**src/rtl/tx_pkg.sv**
```systemverilog
// Shared TX-path types and constants for the interpolating sample stage.
package tx_pkg;

    localparam int unsigned SAMPLE_W = 14;
    localparam int unsigned INTERP_R = 4;
    localparam int unsigned PH_W     = $clog2(INTERP_R);

    typedef logic signed [SAMPLE_W-1:0] sample_t;

    typedef enum logic [0:0] {
        IDLE = 1'b0,
        RUN  = 1'b1
    } interp_state_t;

endpackage

```
**src/rtl/interp_lane.sv**
```systemverilog
// One channel of the x4 interpolator: sample history plus the per-phase output value.
module interp_lane
    import tx_pkg::*;
#(
    parameter int unsigned DW     = SAMPLE_W,
    parameter bit          LINEAR = 1'b1
) (
    input  logic                 clk_40mhz,
    input  logic                 rst,
    input  logic                 start,
    input  logic                 load,
    input  logic                 hold,
    input  logic                 flush,
    input  logic [PH_W-1:0]      k,
    input  logic signed [DW-1:0] din,
    output logic signed [DW-1:0] y_c
);

    localparam int unsigned SHIFT = $clog2(INTERP_R);

    logic signed [DW-1:0] x_prev;
    logic signed [DW-1:0] x_cur;
    logic signed [DW:0]   d;
    logic signed [DW+2:0] p;

    // Sample history: start primes both taps so the stream begins flat.
    always_ff @(posedge clk_40mhz or posedge rst) begin
        if (rst) begin
            x_prev <= '0;
            x_cur  <= '0;
        end else if (flush) begin
            x_prev <= '0;
            x_cur  <= '0;
        end else if (start) begin
            x_prev <= din;
            x_cur  <= din;
        end else if (load) begin
            x_prev <= x_cur;
            x_cur  <= din;
        end else if (hold) begin
            x_prev <= x_cur;
        end
    end

    // y = x_prev + floor(k*(x_cur-x_prev)/4); result stays between the taps so truncation is exact.
    always_comb begin
        d   = (DW+1)'(x_cur) - (DW+1)'(x_prev);
        p   = (DW+3)'($signed({1'b0, k})) * (DW+3)'(d);
        y_c = x_prev;
        if (LINEAR) begin
            y_c = x_prev + DW'(p >>> SHIFT);
        end
    end

endmodule

```
**src/rtl/interp4.sv**
```systemverilog
// x4 I/Q interpolator: 10 MS/s handshake input to a continuous 40 MS/s output stream.
module interp4
    import tx_pkg::*;
#(
    parameter int unsigned DW     = SAMPLE_W,
    parameter bit          LINEAR = 1'b1
) (
    input  logic                 clk_40mhz,
    input  logic                 rst,
    input  logic                 en,
    input  logic signed [DW-1:0] data_in_I,
    input  logic signed [DW-1:0] data_in_Q,
    input  logic                 in_valid,
    output logic                 in_ready,
    output logic signed [DW-1:0] data_out_I,
    output logic signed [DW-1:0] data_out_Q,
    output logic                 out_valid,
    output logic                 underrun
);

    localparam logic [PH_W-1:0] PH_LAST = PH_W'(INTERP_R - 1);

    interp_state_t        state;
    interp_state_t        state_nxt;
    logic [PH_W-1:0]      ph;
    logic [PH_W-1:0]      ph_nxt;
    logic                 accept_c;
    logic                 start_c;
    logic                 load_c;
    logic                 hold_c;
    logic                 flush_c;
    logic                 underrun_nxt;
    logic                 run_c;
    logic signed [DW-1:0] y_i;
    logic signed [DW-1:0] y_q;

    // Ready window: any time in IDLE, or on the last phase of a RUN period.
    assign in_ready = en && ((state == IDLE) || (ph == PH_LAST));
    assign accept_c = in_valid && in_ready;
    assign run_c    = (state == RUN) && en;

    // FSM state and phase register.
    always_ff @(posedge clk_40mhz or posedge rst) begin
        if (rst) begin
            state    <= IDLE;
            ph       <= '0;
            underrun <= 1'b0;
        end else begin
            state    <= state_nxt;
            ph       <= ph_nxt;
            underrun <= underrun_nxt;
        end
    end

    // Next state, phase and lane controls; a missing sample at the period end repeats x_cur.
    always_comb begin
        state_nxt    = state;
        ph_nxt       = ph;
        start_c      = 1'b0;
        load_c       = 1'b0;
        hold_c       = 1'b0;
        flush_c      = 1'b0;
        underrun_nxt = 1'b0;
        if (!en) begin
            state_nxt = IDLE;
            ph_nxt    = '0;
            flush_c   = 1'b1;
        end else begin
            case (state)
                IDLE: begin
                    ph_nxt = '0;
                    if (accept_c) begin
                        state_nxt = RUN;
                        start_c   = 1'b1;
                    end
                end
                RUN: begin
                    ph_nxt = ph + PH_W'(1);
                    if (ph == PH_LAST) begin
                        if (accept_c) begin
                            load_c = 1'b1;
                        end else begin
                            hold_c       = 1'b1;
                            underrun_nxt = 1'b1;
                        end
                    end
                end
                default: begin
                    state_nxt = IDLE;
                    ph_nxt    = '0;
                end
            endcase
        end
    end

    interp_lane #(.DW(DW), .LINEAR(LINEAR)) u_lane_i (
        .clk_40mhz (clk_40mhz),
        .rst       (rst),
        .start     (start_c),
        .load      (load_c),
        .hold      (hold_c),
        .flush     (flush_c),
        .k         (ph),
        .din       (data_in_I),
        .y_c       (y_i)
    );

    interp_lane #(.DW(DW), .LINEAR(LINEAR)) u_lane_q (
        .clk_40mhz (clk_40mhz),
        .rst       (rst),
        .start     (start_c),
        .load      (load_c),
        .hold      (hold_c),
        .flush     (flush_c),
        .k         (ph),
        .din       (data_in_Q),
        .y_c       (y_q)
    );

    // Output register: interpolated values while running, zeros otherwise.
    always_ff @(posedge clk_40mhz or posedge rst) begin
        if (rst) begin
            data_out_I <= '0;
            data_out_Q <= '0;
            out_valid  <= 1'b0;
        end else begin
            data_out_I <= run_c ? y_i : '0;
            data_out_Q <= run_c ? y_q : '0;
            out_valid  <= run_c;
        end
    end

endmodule
```
**config.mk**
```make
export PLATFORM = sky130hd
export DESIGN_NAME = interp4
export DESIGN_NICKNAME = d
export VERILOG_FILES = /design/src/rtl/tx_pkg.sv /design/src/rtl/interp_lane.sv /design/src/rtl/interp4.sv
export SDC_FILE = /design/constraint.sdc
export NUM_CORES = 1
export LEC_CHECK = 0
export ABC_AREA = 1
export BUFFER_PORTS_ARGS = -buffer_cell sky130_fd_sc_hd__buf_2
export CELL_PAD_IN_SITES_DETAIL_PLACEMENT = 0
export CELL_PAD_IN_SITES_GLOBAL_PLACEMENT = 1
export CORE_ASPECT_RATIO = 1.75
export CORE_UTILIZATION = 41
export DETAILED_ROUTE_END_ITERATION = 8
export GPL_ROUTABILITY_DRIVEN = 1
export PLACE_DENSITY_LB_ADDON = 0.1
export REMOVE_ABC_BUFFERS = 1
export SKIP_CTS_REPAIR_TIMING = 1
export SYNTH_ARGS = -nofsm -noshare
export SYNTH_HDL_FRONTEND = slang
export SYNTH_SLANG_ARGS = --single-unit
export TNS_END_PERCENT = 50
```
**constraint.sdc**
```tcl
create_clock -name clk_40mhz -period 4.3 [get_ports clk_40mhz]
set_clock_uncertainty 0.05 [all_clocks]
set_input_delay 0 -clock clk_40mhz [delete_from_list [all_inputs] [get_ports clk_40mhz]]
set_output_delay 0 -clock clk_40mhz [all_outputs]
set_load 0.005 [all_outputs]
```
==> flow_results.org <==
** Die
- Row generation in the floorplan step produced 65 rows.
- Once the floorplan was initialized, standard cells occupied 41.9% of the core.
- Die Y :: ~180 um
- Top-level I/O count :: 63
- Area inside the core boundary :: between 0.015 and 0.02 mm2
- Die area :: 0.0190 mm2
- Die Span X :: 105 um

** Clock network
- Clk Latency, worst-skew pair :: 0.35 ns
- Clock tree root buffer cell :: clkbuf_16
- TritonCTS created 9 clock buffers.
- Sink count of the clock tree :: 89
- After clock tree synthesis, the clock-pin slew on the worst setup and hold paths is 0.07 ns.
- TritonCTS built the clock tree.
- CTS built an H-tree with a depth of 3.
- Maximum buffer depth of the clock tree :: 2

** Setup path
- Maximum net fanout on the critical path :: 3
- Critical path data required time :: 4.49 ns
- The worst setup path is launched from a register.
- Data on the critical path arrives at its endpoint at 4.60 ns.
- Setup CP Type :: register to register
- Sort of element at the end of the critical path :: register

** Timing
- Measured against its own limit, the worst slew margin works out to 30.0%.
- The final critical path takes up 103% of the cycle.
- Crit path time final :: approximately 4.4 ns
- Hold is met by 0.276 ns.
- The number of max-slew violations in the final report came to 0.
- Setup repair after global routing could not meet its margin everywhere.
- Slew of the pin with the lowest slew margin :: 1.04 ns
- The final-report hold violation count was 0.
- Setup violations remaining at the end of the flow were counted as 4.
- Achievable Freq :: 0.226 GHz
- In the post-route analysis, the smallest setup slack over all paths is -0.115 ns.

** Yosys
- Syn Std Cell Area :: roughly 0.0076 mm2
- Fraction of registers with async set or reset after synthesis :: 100%
- Most frequent cells after synthesis :: 156 x nand2_1, 153 x inv_1, 107 x ha_1
- Largest area contributor in the synthesized netlist :: dfrtp_1
- Flops & latches, synth :: 89
- Among all flip-flop cells after synthesis, the most frequent one is dfrtp_1.
- Most common cell in the synthesized netlist :: nand2_1
- Share of the yosys chip area belonging to registers :: 29.4%
- Yosys printed 0 warnings.
- Synthesis handed over a netlist of 1002 instances.
- Number of synthesized flops with an enable pin :: 0
- In the post-synthesis netlist, the biggest area contributors are dfrtp_1 29%, ha_1 18%, nand2_1 7.7%.
- Synthesized area divided by synthesized cell count :: 7.55 um2
- Number of unique standard cell types used by synthesis :: 40
- Share of the synthesized area in the top cell type :: 29.4%

** Layout
- Of the cells placed in the final design, the portion with a size suffix greater than 1 is between 30 and 40%.
- Non-Filler Instances :: 1524
- 0 antenna diodes ended up in the layout.
- The area growth from synthesis to layout is 46.1%.
- For this run, the post-layout net count is 1430.

** Route
- Summed over all layers, the routed wires come to 23200 um.
- For this run, the detailed router's first-pass iteration total came to 4.
- Number of DRC markers in iteration 0 :: 218
- In the routed design, unresolved DRC markers number 0.
- Count of antenna-violating nets left after detailed routing :: 0
- The final route contains 7738 vias.
- Dividing the detail-routed wire length by the instance count gives 15.2 um.
- Drt via density :: 5.08

** GRT
- The via count of the first global-routing pass is 7793.
- Across every metal layer, demand over resource in global routing totals 23.8%.
- Wire length of the first global-routing pass :: 35200 um
- Largest net degree at the start of global routing :: 55
- The number of antenna violations at the first check in global routing is 0.
- Overflow left after global routing :: 0

** Pwr
- In this run the static leakage power is 5.66 nW.
- Power density cells :: roughly 300 mW/mm2
- The worst-case IR drop observed on VDD is 0.181 mV.
- Total power consumption of the routed design :: 0.00335 W

** Placement
- Hpwl dp :: 17500 um
- Final weighted congestion in routability-driven placement :: 0.865
- OpenSTA, run right after detailed placement, puts the worst setup slack at -0.374 ns.
- During placement, the flow inserted port buffers numbering between 60 and 70.
- After detailed placement, the design holds a cell count of 1457.

** Job
- Across the run, the number of max-cap violations was 0.

** Run status
- The final reports fail on negative setup slack.
- Status :: complete, but fails checks

** Hold path
- The tightest min-delay check is of the primary input to async pin type.
## placed cells by master (no fill, tap or decap), types with 19 or more instances in the layout
cell	instances
nand2_1	139
buf_4	196
nor2_1	91
dfrtp_1	89
dlygate4sd3_1	31
ha_1	77
buf_2	62
nand2_2	19
nand3_1	25
xnor2_1	19
ha_4	27
o22ai_1	52
xor2_1	22
o21ai_0	56
inv_1	137
a21oi_1	66
## cell type report
class	instances	area [um2]
fill	1713	7000
clock buffer	12	236
inverter	158	596
clock inverter	4	30.0
timing repair buffer	292	2130
tap	234	293
sequential	89	2230
multi-input combinational	735	5540
## through the flow
stage               TNS, ns  utilization, %  cell area (um2)
floorplan                 0               -             7460
global placement      -2.87            52.2             9430
detailed placement    -3.24            52.2             9430
CTS                   -3.55            53.7             9690
global route          -2.35            61.2            11100
finish               -0.233            61.2            11100
## flip-flops by register name (all words and copies together), names as in the netlist
name and cells:
u_lane_q.x_prev 14, underrun 1, state 1, u_lane_i.x_prev 14, data_out_I 14, ph 2, u_lane_q.x_cur 14, out_valid 1
data_out_Q 14, u_lane_i.x_cur 14
## worst paths after layout
| check | from | end | slack, ns | cells past startpoint |
|---|---|---|---|---|
| max | u_lane_i.x_cur[2] | data_out_I[13] | -0.12 | 26 |
| max reg2reg | u_lane_i.x_cur[2] | data_out_I[13] | -0.12 | 26 |
| max in group asynchronous | rst | data_out_I[5] | 2.95 | 4 |
| min | rst | data_out_I[2] | 0.28 | 3 |
| min in group clk_40mhz | in_valid | underrun | 0.37 | 3 |
| min reg2reg | ph[0] | ph[0] | 0.48 | 1 |
## worst max-delay path: stages, from the launching register on
cell and delay, ns:
dfrtp_1 0.42, ha_4 0.30, nand2_1 0.08, nor3_2 0.18, nor2_2 0.08, o21ai_2 0.24
a21oi_2 0.08, xor2_1 0.21, nor2_1 0.07, ha_1 0.32, ha_4 0.30, nand2_2 0.06
nor3_2 0.11, nand2_1 0.08, o211ai_1 0.14, nand2_1 0.14, buf_4 0.16, o31ai_4 0.18
xnor2_1 0.14, inv_1 0.05, ha_1 0.29, inv_1 0.09, nor3_2 0.05, a211oi_2 0.25
nand3_1 0.10, nand2_1 0.07, nor2_1 0.05
## kinds of logic (layout without fill, tap and decap cells)
logic type / Yosys count / count (layout) / synth area share (%)
xor gates and xnor gates: 51 / 51 / 5.90
adders and majority gates: 113 / 113 / 19.3
AOI/OAI and AO/OA: 255 / 255 / 18.8
buffers and inverters: 178 / 466 / 9.16
DFF: 89 / 89 / 29.4
and+or+nand+nor: 316 / 316 / 17.4
## metal layers
metal,track usage (%),part of all wire [%]
met5,0,0
met1,20.8,35
met2,51.9,60
met3,2.05,1.4
met4,10.6,3.9
## where the power goes
part           switching, W  internal, W
logic              0.000861     0.000788
registers         0.0000380     0.000898
clock network      0.000367     0.000395
Note: power is estimated with default switching activity, not from simulation.
